==> src/rtl/phoneme_sequencer.sv <==
// Queues phoneme codes and plays them one at a time through phoneme_to_address, with a tick-counted
// silence gap between phonemes and a watchdog that abandons a read whose done never arrives.
module phoneme_sequencer #(
   parameter int DEPTH     = 16,
   parameter int PTR_W     = 4,
   parameter int GAP_TICKS = 4,
   parameter int TIMEOUT   = 1048576
) (
   input  logic             clk,
   input  logic             rst_n,
   input  logic             wr_en,
   input  logic [7:0]       wr_data,
   input  logic             play,
   input  logic             abort,
   input  logic             tick,
   input  logic             done,
   output logic [7:0]       phoneme_sel,
   output logic             start,
   output logic             busy,
   output logic             fifo_full,
   output logic [PTR_W:0]   fifo_count,
   output logic             overflow,
   output logic             timeout_err,
   output logic [15:0]      phonemes_played,
   output logic [2:0]       state
);

   localparam int WD_W  = $clog2(TIMEOUT) + 1;
   localparam int GAP_W = $clog2(GAP_TICKS + 1) + 1;
   localparam logic [WD_W-1:0]  WD_LAST  = WD_W'(TIMEOUT - 1);
   localparam logic [PTR_W:0]   FULL_CNT = (PTR_W + 1)'(DEPTH);
   localparam logic [GAP_W-1:0] GAP_INIT = GAP_W'(GAP_TICKS);

   typedef enum logic [2:0] {
      S_IDLE  = 3'd0,
      S_POP   = 3'd1,
      S_START = 3'd2,
      S_WAIT  = 3'd3,
      S_GAP   = 3'd4
   } state_t;

   state_t           state_q;
   logic [7:0]       mem_q [DEPTH];
   logic [PTR_W-1:0] wr_ptr_q, rd_ptr_q;
   logic [PTR_W:0]   count_q;
   logic [7:0]       sel_q;
   logic             start_q, overflow_q, timeout_q, tick_q;
   logic [15:0]      played_q;
   logic [WD_W-1:0]  wd_q;
   logic [GAP_W-1:0] gap_q;

   logic full, push, pop, tick_rise, launch;

   // Fullness uses the pre-cycle count, so a push into a full FIFO is dropped even if a pop happens too.
   assign full      = (count_q == FULL_CNT);
   assign push      = wr_en && !full && !abort;
   assign pop       = (state_q == S_POP) && !abort;
   assign tick_rise = tick && !tick_q;
   assign launch    = play && (count_q != '0);

   always_ff @(posedge clk) begin
      if (push) mem_q[wr_ptr_q] <= wr_data;
   end

   always_ff @(posedge clk or negedge rst_n) begin
      if (!rst_n) begin
         state_q    <= S_IDLE;
         wr_ptr_q   <= '0;
         rd_ptr_q   <= '0;
         count_q    <= '0;
         sel_q      <= '0;
         start_q    <= 1'b0;
         overflow_q <= 1'b0;
         timeout_q  <= 1'b0;
         tick_q     <= 1'b0;
         played_q   <= '0;
         wd_q       <= '0;
         gap_q      <= '0;
      end else begin
         tick_q <= tick;
         if (abort) begin
            // A downstream read already in flight is left alone; its done lands in IDLE and is ignored.
            state_q    <= S_IDLE;
            start_q    <= 1'b0;
            wr_ptr_q   <= '0;
            rd_ptr_q   <= '0;
            count_q    <= '0;
            overflow_q <= 1'b0;
            timeout_q  <= 1'b0;
         end else begin
            if (push) wr_ptr_q <= wr_ptr_q + 1'b1;
            if (pop) rd_ptr_q <= rd_ptr_q + 1'b1;
            if (wr_en && full) overflow_q <= 1'b1;
            case ({push, pop})
               2'b10:   count_q <= count_q + 1'b1;
               2'b01:   count_q <= count_q - 1'b1;
               default: count_q <= count_q;
            endcase

            start_q <= 1'b0;
            case (state_q)
               S_IDLE: begin
                  if (launch) state_q <= S_POP;
               end
               S_POP: begin
                  sel_q   <= mem_q[rd_ptr_q];
                  start_q <= 1'b1;
                  state_q <= S_START;
               end
               S_START: begin
                  wd_q    <= '0;
                  state_q <= S_WAIT;
               end
               S_WAIT: begin
                  if (done) begin
                     played_q <= played_q + 1'b1;
                     if (GAP_TICKS == 0) begin
                        state_q <= launch ? S_POP : S_IDLE;
                     end else begin
                        gap_q   <= GAP_INIT;
                        state_q <= S_GAP;
                     end
                  end else if (wd_q + 1'b1 == WD_LAST) begin
                     // The start cycle counts toward the budget: the error shows TIMEOUT cycles after start.
                     timeout_q <= 1'b1;
                     state_q   <= S_IDLE;
                  end else begin
                     wd_q <= wd_q + 1'b1;
                  end
               end
               S_GAP: begin
                  if (gap_q == '0) begin
                     state_q <= launch ? S_POP : S_IDLE;
                  end else if (tick_rise) begin
                     gap_q <= gap_q - 1'b1;
                  end
               end
               default: state_q <= S_IDLE;
            endcase
         end
      end
   end

   assign phoneme_sel     = sel_q;
   assign start           = start_q;
   assign busy            = (state_q != S_IDLE);
   assign fifo_full       = full;
   assign fifo_count      = count_q;
   assign overflow        = overflow_q;
   assign timeout_err     = timeout_q;
   assign phonemes_played = played_q;
   assign state           = state_q;

endmodule

==> config.mk <==
export PLATFORM = sky130hd
export DESIGN_NAME = phoneme_sequencer
export DESIGN_NICKNAME = d
export VERILOG_FILES = /design/src/rtl/phoneme_sequencer.sv
export SDC_FILE = /design/constraint.sdc
export NUM_CORES = 1
export LEC_CHECK = 0
export BUFFER_PORTS_ARGS = -buffer_cell sky130_fd_sc_hd__buf_2
export CAP_MARGIN = 20
export CORE_MARGIN = 2
export CORE_UTILIZATION = 54
export DETAILED_ROUTE_END_ITERATION = 7
export GPL_TIMING_DRIVEN = 0
export PLACE_DENSITY = 0.71
export SETUP_SLACK_MARGIN = 0.5
export SYNTH_ARGS = -nofsm -noshare
export SYNTH_HDL_FRONTEND = slang
export SYNTH_SLANG_ARGS = --single-unit
export TNS_END_PERCENT = 100
==> constraint.sdc <==
create_clock -name clk -period 3.1 [get_ports clk]
set_input_delay 0 -clock clk [delete_from_list [all_inputs] [get_ports clk]]
set_output_delay 0 -clock clk [all_outputs]
set_load 0.03 [all_outputs]
# == After elaboration in Yosys (flattened, before gate mapping) ==
# Memory sizes are Yosys's and may differ from the RTL's. A register that Yosys moved wholly into a read port is not among the register bits.
# Index checks and enable logic that the tools add are counted.
# op_classes
eq_ne,17
n_bitwise,1
n_addsub,7
mux,30
reduce_logical,28
# ops
cell,count
$mux W21,2
$pmux W21 S2,1
$mux W4,7
$add A21 B1 Y21 const B,1
$eq A21 B20 Y1 const B,1
$add A16 B1 Y16 const B,1
$mux W3,5
$pmux W3 S5,1
$reduce_bool A2 Y1,7
$ne A2 B2 Y1 const B,6
$mux W1,11
$pmux W5 S2,1
$reduce_and A3 Y1,3
$add A4 B1 Y4 const B,2
$pmux W4 S2,1
$eq A3 B2 Y1 const B,2
$logic_and A1 B1 Y1,6
$ne A3 B3 Y1 const B,2
$reduce_bool A3 Y1,2
$add A5 B1 Y5 const B,1
$eq A5 B5 Y1 const B,1
$mux W5,1
$reduce_and A5 Y1,1
$reduce_bool A5 Y1,1
other kinds (13),16
# word_totals
elab_cells,95
regBits,61
mem_count,1
mem_bits_rw,128
# mem_list
memory,depth,word_bits,read_ports,rd_ports_with_merged_regs,wr,line,rtl
mem_q,16,8,1,1,1,43,logic [7:0] mem_q [DEPTH];

# == Depth between registers and ports, before layout ==
# logic_depth
depth_word,7
depth_mapped,13
mapped_depth_nobuf,12

# == Least setup slack after synthesis ==
# Ideal clock, no wire load.
# synth_timing
kind,register to register
start,reg state_q[1] (netlist: state[1])
end,reg count_q[4] (netlist: fifo_count[4])
arrival_time_ns,2.575
setup_time_ns,0.131
stages_incl_launch_ff,14
period_less_slack_ns,2.705
path_buffers,1
t_required_ns,2.969
setup_slack_ns,0.395
path_cell_list,dfrtp_1 clkbuf_1 nor3b_2 nand2b_1 clkinv_1 nand2b_1 xnor2_1 ha_1 nor2_1 o31ai_1 a31oi_1 mux2i_1 xnor2_1 nor2_1
# synth_between
elab_chain_len,5
# synth_lines
element,line,rtl
"start, declared",42,state_t state_q;
"start signal, assigned",118,state_q <= launch ? S_POP : S_IDLE;
"start signal, assigned",133,state_q <= launch ? S_POP : S_IDLE;
$eq A3 B1 Y1 *,57,assign pop = (state_q == S_POP) && !abort;
$logic_and A1 B1 Y1 *,57,
net pop,52,"logic full, push, pop, tick_rise, launch;"
$eq A2 B1 Y1 or $eq A2 B2 Y1 (tied branches),94,"case ({push, pop})"
$pmux W5 S2,94,
$mux W5,81,if (abort) begin
"end signal, assigned",95,2'b10: count_q <= count_q + 1'b1;
"end signal, assigned",96,2'b01: count_q <= count_q - 1'b1;
"end signal, assigned",97,default: count_q <= count_q;
"end, declared",45,logic [PTR_W:0] count_q;
# The timed path passes the listed nets; every way through them passes the cells marked *.
# A chain may end at the register's enable or synchronous reset.

# == Worst setup path in the final report ==
# layout_timing
start,reg wd_q[1]
end,reg wd_q[20]
# layout_between
elab_chain_len,4
# layout_lines
element,line,rtl
"start, declared",49,logic [WD_W-1:0] wd_q;
"start signal, assigned",128,wd_q <= wd_q + 1'b1;
$add A21 B1 Y21 *,"123, 128",
$eq A21 B20 Y1 or $mux W21 (tied branches),123,end else if (wd_q + 1'b1 == WD_LAST) begin
$ne A2 B2 Y1 (no source line) or $mux W21 (tied branches),--,
$reduce_and A4 Y1 (no source line) or $pmux W21 S2 (tied branches),--,
# Every way passes the cells marked *; elsewhere a longest branch is shown, timed or not. The select of a mux whose other input is x is not followed.

==> flow_summary.toml <==
[setup_path]
required_ns = 3.40
reg2regPathDepth = 15
setup.worst_path.start_class = "flop"
cpMaxStageDelayCell = "dfrtp_1"
worst_ep_arrival_time_ns = 2.96
path_max_fanout = 3
timing.critical_path.buf_inv = 9
slowest_delay_ns = 0.39
critical_path.cell_chain = "ha_2 > nand4_1 > buf_4 > buf_4 > buf_4 > buf_4 > buf_4 > buf_4 > buf_4 > buf_6 > buf_6 > nor2_4 > a31oi_1 > o311ai_1 > o31ai_1"
timing_worst_setup_path_type = "reg2reg"
path_depth = 15
cp-end-kind = "flop"
crit_family = "buffers and inverters"
critPathMostFrequentCell = "buf_4"

[grt]
total_congestion_overflow = 0
via_count_of_the_first_global_routing_pass = 5806
antenna_found_initial = 0
gr-usage-all-layers_pct = 23.71
pin_count_of_the_biggest_net_entering_global_routing = 70
wire_length_of_the_first_global_routing_pass_um = 31530

[route]
viasPerCell = 6.030
postRouteWirelength_um = 20030
wl_per_cell_um = 20.71
drc_errors = 0
detail_route.first_pass.iterations = 4
drt.antenna.violating_nets = 0
dr.first_iter.drc_count = 474
vias = 5831

[finish]
share_of_post_route_cells_with_drive_strength_above_1_pct = 28.50
mostFrequentLayoutCell = "edfxtp_1"
mostFrequentLayoutCells = "128 x edfxtp_1, 78 x nand2_1, 59 x dfrtp_1"
fin_nets = 764
layout_filler_cell_count = 1128
antenna_cells_inserted = 0
finish.cell_count_without_fillers = 967
synthToLayoutAreaGrowth_pct = 19.48

[hold_path]
timing.hold.worst.class = "in2async"

[pwr]
overall_power_after_layout_uw = 6673
vdd_ir_drop_max_mv = 0.7695
power_density_nw_per_um2 = 633.7
cellLeakagePower_uw = 0.003915

[run_status]
status = "finished, final reports clean"

[cts]
tritoncts = "yes"
insertion_delay_ns = 0.43
cts_root_buf = "clkbuf_16"
cts_made_buffers = 17
tritoncts_num_sinks = 197
clock_tree.buffer_depth = 2
clkTransAtPathRegs_ns = 0.07
cts_max_level = 4

[die]
design.die.area_um2 = 17360
floorplan.die.width_um = 131.8
effective_utilization_at_floorplan_pct = 55.28
num_io_pins = 52
core_region_area_um2 = 15940
floorplan.rows = 46
die-height_um = 131.8

[synth]
yosys_most_used_dff = "edfxtp_1"
synth_top_cell_area_share_pct = 43.61
netlist_instances = 630
post_syn_nets = 656
synth.ff_latch_count = 197
synth_top_cells_by_area = "edfxtp_1 44%, dfrtp_1 20%, mux4_2 10%"
avgSynthCellArea_um2 = 13.99
yosysWarnings = 0
synth_enable_flop_cells = 128
yosysTopAreaCell = "edfxtp_1"
synth.distinct_cells = 67
postSynth.asyncResetShare_pct = 35.03
post_synth_instance_area_um2 = 8813
seq_total_area_yosys_pct = 63.20

[timing]
final_max_slew_viol_count = 0
rsz0062_at_grt = "true"
max_freq_mhz = 375.8
setup_viol = 0
transition_time_at_the_pin_with_the_least_slew_margin_ns = 0.8937
finalWorstPathRequiredPeriod_ns = 2.661
fin_skew_ns = 0.004641
final_min_period_over_clock_period_pct = 85.85
final.setup.worst_slack_ns = 0.4388
timing.slew.headroom_pct = 40.20
timing.setup.tns_ns = 0
hold_ws_ns = 0.2031
hold_violations = 0

[place]
dp_worst_setup_slack_ns = 0.1366
buffer_ports.inserted = 51
gpl.final_weighted_congestion = 0.8545
placed_cells = 901
dpl.hpwl_um = 13150

[flow_run]
number_of_max_capacitance_violations_reported = 0
==> cell usage after synthesis, types with 11 or more instances <==
| cell type | count |
|---|---|
| edfxtp_1 | 128 |
| ha_1 | 11 |
| nand3_1 | 14 |
| inv_1 | 14 |
| a21oi_1 | 13 |
| xnor2_1 | 17 |
| nand2_1 | 78 |
| clkbuf_1 | 19 |
| dfrtp_1 | 69 |
| xor2_1 | 13 |
| mux4_2 | 40 |
| o211ai_1 | 13 |
| nor2_1 | 54 |
==> per-stage QoR <==
stage | utilization, % | cell area, um2
6_report | 66.05 | 10530
5_1_grt | 66.05 | 10530
4_1_cts | 64.82 | 10330
3_5_place_dp | 58.90 | 9390
3_3_place_gp | 58.70 | 9358
2_1_floorplan | - | 8832
==> layout make-up <==
cell class                 count  area (um2)  share of cell area [%]
clock buffer                  17       425.4                   4.040
multi-input combinational    385        3208                   30.47
clock inverter                15       166.4                   1.580
buffer                        33       214.0                   2.032
timing repair buffer          89       603.1                   5.727
inverter                      15       60.06                  0.5703
sequential                   197        5583                   53.02
tap                          216       270.3                   2.567
==> timing repair <==
action,4_1_cts,5_1_grt
endpoints found under the setup margin,32,95
setup buffers,13,6
pin swaps,5,15
gates cloned,0,1
resized for setup,39,34
hold buffers,14,0
hold endpoints to repair,206,0
==> sequential cells by signal, indices dropped and copies added, names as in the netlist, 4 cells and up <==
register         flops
mem_q              128
wd_q                21
phonemes_played     16
phoneme_sel          8
fifo_count           5
gap_q                4
rd_ptr_q             4
wr_ptr_q             4
==> worst paths after layout <==
path                                startpoint             endpoint  slack, ns
max                                    wd_q[1]             wd_q[20]       0.44
min                                      rst_n              wd_q[2]       0.20
max reg2reg                            wd_q[1]             wd_q[20]       0.44
min reg2reg                phonemes_played[15]  phonemes_played[15]       0.49
max in group asynchronous                rst_n        fifo_count[1]       2.23
min in group clk                          tick               tick_q       0.25
==> per-layer routing <==
metal	up-vias	part of all wire (%)	track usage (%)	routed length [um]
met1	2927	41	32.38	8310
li1	2604	-	-	-
met2	257	50	38.66	9916
met5	-	0	0	0
met3	43	6.5	4.652	1300
met4	0	2.5	8.213	499
==> kinds of logic (layout without fill, tap and decap cells) <==
logic type      after synthesis  in the layout  share of synthesized area [%]
compound gates               78             78                          6.658
simple gates                220            220                          12.32
xor+xnor                     30             30                          2.981
buf+inv                      48            169                          2.342
flops                       197            197                          63.20
mux                          46             46                          10.93
fa+ha+maj                    11             11                          1.562
==> where the power goes <==
group	internal, uW	leakage, uW	switching [uW]	total [uW]
registers	2960	0.00207	159	3120
clock network	1140	0.000293	1030	2170
logic	562	0.00155	818	1380
total	4670	0.00392	2010	6670
Note: power is estimated with default switching activity, not from simulation.
